**src/rtl/mem_port_arbiter_pkg.sv**
```systemverilog
// Shared types, sizes and helpers for the four-requester memory port arbiter.
`default_nettype none

package mem_port_arbiter_pkg;

   localparam int NUM_REQ = 4;
   localparam int SEL_W   = 2;

   typedef enum logic {
      IDLE = 1'b0,
      BUSY = 1'b1
   } state_t;

   function automatic logic [NUM_REQ-1:0] idx_to_onehot(input logic [SEL_W-1:0] idx);
      return NUM_REQ'(1) << idx;
   endfunction

   // Lowest set bit wins; callers only pass one-hot vectors.
   function automatic logic [SEL_W-1:0] onehot_to_idx(input logic [NUM_REQ-1:0] onehot);
      logic [SEL_W-1:0] idx;
      idx = '0;
      for (int n = NUM_REQ - 1; n >= 0; n--) begin
         if (onehot[n]) begin
            idx = SEL_W'(n);
         end
      end
      return idx;
   endfunction

endpackage

`default_nettype wire

```
**src/rtl/mem_port_arbiter_rr_pick.sv**
```systemverilog
// Combinational round-robin picker: first set request at or after ptr, modulo 4.
`default_nettype none

module rr_pick
   import mem_port_arbiter_pkg::*;
(
   input  logic [NUM_REQ-1:0] req,
   input  logic [SEL_W-1:0]   ptr,
   output logic               valid,
   output logic [SEL_W-1:0]   idx
);

   logic [SEL_W-1:0] cand [NUM_REQ];

   for (genvar k = 0; k < NUM_REQ; k++) begin : g_cand
      assign cand[k] = ptr + SEL_W'(k);
   end

   // Scan from the farthest offset down so the nearest candidate is assigned last.
   always_comb begin
      valid = 1'b0;
      idx   = ptr;
      for (int k = NUM_REQ - 1; k >= 0; k--) begin
         if (req[cand[k]]) begin
            valid = 1'b1;
            idx   = cand[k];
         end
      end
   end

endmodule

`default_nettype wire

```
**src/rtl/mem_port_arbiter.sv**
```systemverilog
// Round-robin arbiter granting one shared memory port to four requesters;
// the grant is held until mem_ack_i or a BUSY-cycle timeout releases it.
`default_nettype none

module mem_port_arbiter
   import mem_port_arbiter_pkg::*;
#(
   parameter int TIMEOUT = 64
) (
   input  logic               clk_i,
   input  logic               rst_i,
   input  logic [NUM_REQ-1:0] req_i,
   input  logic               mem_ack_i,
   output logic [SEL_W-1:0]   sel_o,
   output logic [NUM_REQ-1:0] grant_o,
   output logic               mem_req_o,
   output logic [NUM_REQ-1:0] done_o,
   output logic               timeout_o
);

   localparam int CNT_W = ($clog2(TIMEOUT + 1) > 1) ? $clog2(TIMEOUT + 1) : 1;
   localparam logic [CNT_W-1:0] CNT_LAST = (TIMEOUT != 0) ? CNT_W'(TIMEOUT - 1) : '0;
   localparam logic [CNT_W-1:0] CNT_MAX  = '1;

   state_t             state, state_nxt;
   logic [SEL_W-1:0]   ptr, ptr_nxt;
   logic [CNT_W-1:0]   cnt, cnt_nxt;
   logic [SEL_W-1:0]   sel_nxt;
   logic [NUM_REQ-1:0] grant_nxt;
   logic               mem_req_nxt;
   logic [NUM_REQ-1:0] done_nxt;
   logic               timeout_nxt;

   logic               pick_valid;
   logic [SEL_W-1:0]   pick_idx;

   rr_pick u_rr_pick (
      .req   (req_i),
      .ptr   (ptr),
      .valid (pick_valid),
      .idx   (pick_idx)
   );

   always_ff @(posedge clk_i) begin
      if (rst_i) begin
         state     <= IDLE;
         ptr       <= '0;
         cnt       <= '0;
         sel_o     <= '0;
         grant_o   <= '0;
         mem_req_o <= 1'b0;
         done_o    <= '0;
         timeout_o <= 1'b0;
      end else begin
         state     <= state_nxt;
         ptr       <= ptr_nxt;
         cnt       <= cnt_nxt;
         sel_o     <= sel_nxt;
         grant_o   <= grant_nxt;
         mem_req_o <= mem_req_nxt;
         done_o    <= done_nxt;
         timeout_o <= timeout_nxt;
      end
   end

   always_comb begin
      state_nxt   = state;
      ptr_nxt     = ptr;
      cnt_nxt     = cnt;
      sel_nxt     = sel_o;
      grant_nxt   = grant_o;
      mem_req_nxt = mem_req_o;
      done_nxt    = '0;
      timeout_nxt = 1'b0;

      unique case (state)
         IDLE: begin
            // sel_o deliberately keeps its last value so the shared mux stays stable.
            if (pick_valid) begin
               sel_nxt     = pick_idx;
               grant_nxt   = idx_to_onehot(pick_idx);
               mem_req_nxt = 1'b1;
               cnt_nxt     = '0;
               state_nxt   = BUSY;
            end
         end

         BUSY: begin
            // Ack takes priority over a timeout landing on the same edge.
            if (mem_ack_i) begin
               done_nxt    = grant_o;
               grant_nxt   = '0;
               mem_req_nxt = 1'b0;
               ptr_nxt     = sel_o + SEL_W'(1);
               state_nxt   = IDLE;
            end else if ((TIMEOUT != 0) && (cnt == CNT_LAST)) begin
               timeout_nxt = 1'b1;
               grant_nxt   = '0;
               mem_req_nxt = 1'b0;
               ptr_nxt     = sel_o + SEL_W'(1);
               state_nxt   = IDLE;
            end else if (cnt != CNT_MAX) begin
               cnt_nxt = cnt + CNT_W'(1);
            end
         end

         default: begin
            state_nxt = IDLE;
         end
      endcase
   end

endmodule

`default_nettype wire

```
**config.mk**
```make
export PLATFORM = sky130hd
export DESIGN_NAME = mem_port_arbiter
export DESIGN_NICKNAME = d
export VERILOG_FILES = /design/src/rtl/mem_port_arbiter_pkg.sv /design/src/rtl/mem_port_arbiter_rr_pick.sv /design/src/rtl/mem_port_arbiter.sv
export SDC_FILE = /design/constraint.sdc
export NUM_CORES = 1
export LEC_CHECK = 0
export ABC_AREA = 1
export CAP_MARGIN = 40
export CORE_MARGIN = 2
export CORE_UTILIZATION = 49
export CTS_BUF_LIST = sky130_fd_sc_hd__clkbuf_4
export CTS_CLUSTER_SIZE = 40
export DETAILED_ROUTE_END_ITERATION = 12
export GPL_ROUTABILITY_DRIVEN = 0
export MAX_ROUTING_LAYER = met4
export PLACE_DENSITY_LB_ADDON = 0.05
export SLEW_MARGIN = 40
export SYNTH_ARGS = -nofsm -noshare
export SYNTH_HDL_FRONTEND = slang
export SYNTH_SLANG_ARGS = --single-unit
```
**constraint.sdc**
```tcl
create_clock -name clk_i -period 1.4 [get_ports clk_i]
set_input_delay 0.28 -clock clk_i [delete_from_list [all_inputs] [get_ports clk_i]]
set_output_delay 0.28 -clock clk_i [all_outputs]
set_load 0.01 [all_outputs]
```
==> impl_metrics.ini, run 1 <==
[yosys]
postSynthAreaPerCell_um2 = 7.202
syn_nets = 176
synth_top_area_frac = 0.3640
seq_area_frac_synth = 0.3640
yosysTopAreaCell = dfxtp_1
syn-instance-count = 168
synth_area_um2 = 1210
yosys_warnings = 0
synth.distinct_cells = 28
synth_seq_cells = 22
synth.area.top_cells = dfxtp_1 36%, nand2_1 12%, nand3_1 6.6%

[hold_path]
hold_start = grant_o[3]
hp-class = reg2reg

[run_status]
violations = negative setup slack
status = finished with violations

[floorplan]
initial_utilization = 0.5021
io_pins = 19
dieArea_um2 = 2883
design.core.area_um2 = 2410
die_x_um = 53.69
die_h_um = 53.69
num_rows = 18

[sta]
max_freq_mhz = 648.9
clock_skew_ps = 2.070
setup_viol = 14
drv_slew = 0
hold_viol = 0
layout_setup_ws_ps = -141.0
fin_crit_ps = 1541
setup_tns_ps = -1394
rsz0062_at_grt = true
worst_slew_pin_slew_ps = 310.2
slew_headroom = 0.7929
fin_crit_sh = 1.101

[drt]
vias = 1198
drc = 0
ant_nets = 0
wl_per_cell_um = 11.19
drt_first_pass_iters = 4
drt-total-wl_um = 2674
drt_iter0_drc = 31
via_per_inst = 5.013

[power_and_ir_drop]
clkPwrFrac = 0.272
p_per_area_nw_per_um2 = 1057
p_comb_frac = 0.320
p_int_mw = 1.196
p_seq_frac = 0.408
switching_share = 0.3184
p_leak_nw = 0.8079
p_total_mw = 1.755
p_switching_mw = 0.5587
irDropWorstVdd_v = 0.0007863

[clock_network]
clk_path_buf_depth = 2
insertion_delay_ps = 300
htreeDepth = 1
cts_sinks = 22
root_buffer = clkbuf_4
cts_tree = yes
cts_buffers = 3
clk_pin_slew_ps = 120

[worst_setup_path]
crit_family = simple AND/OR/NAND/NOR gates
required_ps = 1610
crit_fanout = 9
crit_path_start = ptr[0]
reg2reg_from = ptr[0]
crit_top_cell = nand2_4
end_kind = flip-flop
worst_ep_arrival_time_ps = 1750
path_class = reg2reg
cpMaxStageDelayCell = dfxtp_4
max_stage_delay_ps = 450
path_buf_inv = 1
crit_chain = inv_8 > nand2_4 > nand2_4 > nand2_4 > nand2_4 > nor2_4 > nand3_4 > nand2_4 > nand2_4 > nand2_2 > nand2_1 > nand2_1 > nor2_2
cp-start-kind = flip-flop

[global_routing]
grt_start_max_net_pins = 14
antenna_found_initial = 0
grt_first_pass_wirelength_um = 4367
overflow = 0
grt_pass1_vias = 1041
grt.total_usage = 0.2110

[final_layout]
drive_gt1_frac = 0.3062
layout_common_cells = 38 x nand2_1, 21 x buf_4, 20 x inv_1
final_nets = 218
syn2layout_area_growth_pct = 37.23
post-route-util = 0.6890
antenna_cells = 0
final_common_cell = nand2_1

[place]
dpl.hpwl_um = 2055
port_buffers = 18

[run]
maxCapViolations = 0
## area by class of cell
type / instances / area, um^2
fillers: 208 / 749.5
multi-input cells: 119 / 695.7
flip-flops and latches: 22 / 450.4
repair buffers: 39 / 320.3
inverters: 25 / 103.9
well taps: 30 / 37.54
clock inverters: 1 / 30.03
clock buffers: 3 / 22.52
## cells in the mapped netlist, drive strengths merged
library cell and count:
buf 1, nand3 17, inv 25, nand4 4
clkbuf 1, o211ai 2, nor2 16, nand2 54
nor4 1, nor3 1, ha 1, dfxtp 22
xor2 2, xnor2 1, a21oi 14, and3 1
o21ai 5
## flip-flops by register name (all words and copies together), names as in the netlist
signal	flops
cnt	7
done_o	4
grant_o	4
ptr	2
sel_o	2
mem_req_o	1
state	1
timeout_o	1
## worst register-to-register path, cell delays in order, from the launching register on
cell	delay, ps
dfxtp_4	450
inv_8	70
nand2_4	70
nand2_4	60
nand2_4	80
nand2_4	60
nor2_4	120
nand3_4	110
nand2_4	120
nand2_4	90
nand2_2	80
nand2_1	50
nand2_1	70
nor2_2	30
## repair_timing
action                                  in CTS  in global routing
pin swaps                                    1                  3
resized for setup                           19                 11
endpoints found under the setup margin      29                 17
gates cloned                                 0                  0
buffers inserted                             0                  2
hold buffers                                 0                  0
## worst paths after layout
path                            depth (start not counted)  slack, ps        end
worst max-delay path                                   13       -140     cnt[3]
worst min-delay path                                    2        450  done_o[3]
worst max register to register                         13       -140     cnt[3]
worst min register to register                          2        450  done_o[3]
## power by group through the flow
stage / registers, mW / logic (mW) / clock network, mW
after floorplan: 0.728 / 0.346 / 0
after global placement: 0.723 / 0.550 / 0
after detailed placement: 0.723 / 0.562 / 0
after CTS: 0.710 / 0.547 / 0.489
after global routing: 0.723 / 0.620 / 0.517
final: 0.716 / 0.561 / 0.477
## per-stage QoR
stage	hold WS [ps]	cell area (um^2)	cells	setup slack, ps
floorplan	355.8	1221	168	-28.71
global placement	434.8	1567	233	-410.4
detailed placement	437.4	1567	233	-472.1
CTS	441.6	1615	237	-130.6
global route	471.0	1660	239	-252.0
finish	453.5	1660	239	-141.0
## cells by family (layout without fill, tap and decap cells)
| kind of cell | after synthesis | count (layout) | synth area share |
|---|---|---|---|
| simple gates | 94 | 94 | 0.4033 |
| flops | 22 | 22 | 0.3640 |
| fa+ha+maj | 1 | 1 | 0.01034 |
| buf+inv | 27 | 68 | 0.09618 |
| xor+xnor | 3 | 3 | 0.02172 |
| compound gates | 21 | 21 | 0.1044 |
## metal layers
| layer | wire length, um | global-route usage | share of wire | up-vias |
|---|---|---|---|---|
| li1 | - | - | - | 622 |
| met1 | 1247 | 0.2641 | 0.47 | 554 |
| met2 | 1332 | 0.3598 | 0.50 | 20 |
| met3 | 81 | 0.03333 | 0.030 | 2 |
| met4 | 12 | 0.03846 | 0.0045 | 0 |
| met5 | 0 | - | 0 | - |
Power figures use the tool's default switching activity.
==> inputs of run 2 (changes only) <==
--- a/config.mk
+++ b/config.mk
@@ -8,7 +8,7 @@
 export ABC_AREA = 1
 export CAP_MARGIN = 40
 export CORE_MARGIN = 2
-export CORE_UTILIZATION = 49
+export CORE_UTILIZATION = 59
 export CTS_BUF_LIST = sky130_fd_sc_hd__clkbuf_4
 export CTS_CLUSTER_SIZE = 40
 export DETAILED_ROUTE_END_ITERATION = 12
==> constraint.sdc (replaced) <==
create_clock -name clk_i -period 1.8 [get_ports clk_i]
set_input_delay 0.36 -clock clk_i [delete_from_list [all_inputs] [get_ports clk_i]]
set_output_delay 0.36 -clock clk_i [all_outputs]
set_load 0.01 [all_outputs]
==> run 2 against run 1 <==
The flow now finishes without violations. Sequential power is 22% lower. Worst setup slack better by 240 ps. Global-route usage rose by 2.9 points. Clock power down 20%. Count of clock-buffer cells in the layout unchanged. Register-to-register slack gained 320 ps. Sequential share of layout area up 1.7 points. Combinational power decreased by 28%. Cell count shrank 6.3%. Die area down 16%. Critical path type is now reg2out. Critical endpoint is now sel_o[0]. Largest power group unchanged.
==> impl_metrics.ini, run 2 (same netlist as run 1, synthesis figures left out) <==
[clock_network]
cts_tree = yes
insertion_delay_ps = 320
holdBufCountCts = 0
postCtsSetupRepairBufs = 0
ctsResizeCount = 0
htreeDepth = 1
clk_pin_slew_ps = 130
cts_buffers = 3
cts_sinks = 22
root_buffer = clkbuf_4
clk_path_buf_depth = 2

[worst_setup_path]
required_ps = 1440
end_kind = output port
crit_fanout = 4
cpMaxStageDelayCell = clkdlybuf4s50_1
max_stage_delay_ps = 580
crit_family = buffers and inverters
cp-start-kind = flip-flop
path_buf_inv = 1
path_class = reg2out
crit_chain = clkdlybuf4s50_1
worst_ep_arrival_time_ps = 1340

[hold_path]
hp-class = reg2reg

[final_layout]
syn2layout_area_growth_pct = 26.47
fillerInstances = 145
antenna_cells = 0
top_register = cnt
stdcell_count = 224
drive_gt1_frac = 0.1980
final_nets = 206
reg.largest.list = cnt (7), done_o (4), grant_o (4)
layout_common_cells = 39 x nand2_1, 21 x inv_1, 21 x dfxtp_1
largest_reg_flops = 7
final_common_cell = nand2_1

[global_routing]
grt.total_usage = 0.2402
antenna_found_initial = 0
grt_pass1_vias = 1055
overflow = 0
grt_first_pass_wirelength_um = 4464
grt_start_max_net_pins = 14

[drt]
wl_per_cell_um = 11.62
via_per_inst = 5.138
drt-total-wl_um = 2602
drc = 0
ant_nets = 0
drt_iter0_drc = 38
vias = 1151
drt_first_pass_iters = 4

[floorplan]
die_h_um = 49.29
dieArea_um2 = 2429
io_pins = 19
die_x_um = 49.29
num_rows = 16
design.core.area_um2 = 1942
initial_utilization = 0.6231

[power_and_ir_drop]
irDropWorstVdd_v = 0.0006201
p_per_area_nw_per_um2 = 876.0
p_total_mw = 1.340
p_leak_nw = 0.6898

[sta]
whs_ps = 454.6
slew_headroom = 0.8105
fin_crit_sh = 0.9445
worst_slew_pin_slew_ps = 284.0
fin_crit_ps = 1700
setup_viol = 0
hold_viol = 0
layout_setup_ws_ps = 99.87
rsz0062_at_grt = false
clock_skew_ps = 10.39
max_freq_mhz = 588.2
drv_slew = 0

[run_status]
status = completed

[place]
place_inst = 220
port_buffers = 18
dpl.hpwl_um = 2001
dp_slack_ps = -160.2

[run]
maxCapViolations = 0
==> run 2: worst paths after layout <==
| path | start | to | slack (ps) | cells after the start |
|---|---|---|---|---|
| max | sel_o[0] | sel_o[0] | 100 | 1 |
| min | grant_o[0] | done_o[0] | 450 | 2 |
| max reg2reg | cnt[0] | grant_o[0] | 180 | 8 |
| min reg2reg | grant_o[0] | done_o[0] | 450 | 2 |
==> run 2: tightest hold or removal path, delay by kind of cell, from the launching register on <==
family,cells,cell delay (ps)
DFF,1,350
buffers and inverters,1,60
and+or+nand+nor,1,40
==> run 2: stage by stage <==
stage,TNS [ps],utilization,instance area [um^2]
floorplan,0,-,1210
global placement,-531.6,0.7603,1476
detailed placement,-1133,0.7603,1476
CTS,0,0.7874,1529
global route,0,0.7880,1530
finish,0,0.7880,1530
==> run 2: report_power, final <==
group | switching (mW) | internal [mW]
clock | 0.154 | 0.225
sequential | 0.0356 | 0.521
combinational | 0.236 | 0.169
total | 0.426 | 0.915
==> run 2: final cells by class <==
| cell class | instances | area (um^2) | area share |
|---|---|---|---|
| Timing Repair Buffer | 27 | 247.7 | 0.1619 |
| Multi-Input combinational cell | 119 | 653.1 | 0.4268 |
| Sequential cell | 22 | 441.7 | 0.2886 |
| Clock buffer | 3 | 22.52 | 0.01472 |
| Tap cell | 27 | 33.78 | 0.02208 |
| Clock inverter | 1 | 30.03 | 0.01962 |
| Inverter | 25 | 101.3 | 0.06623 |
==> run 2: layer usage <==
layer | routed length (um) | track usage
met3 | 136 | 0.04294
met1 | 1175 | 0.2967
met5 | 0 | -
met4 | 31 | 0.06667
met2 | 1259 | 0.4009
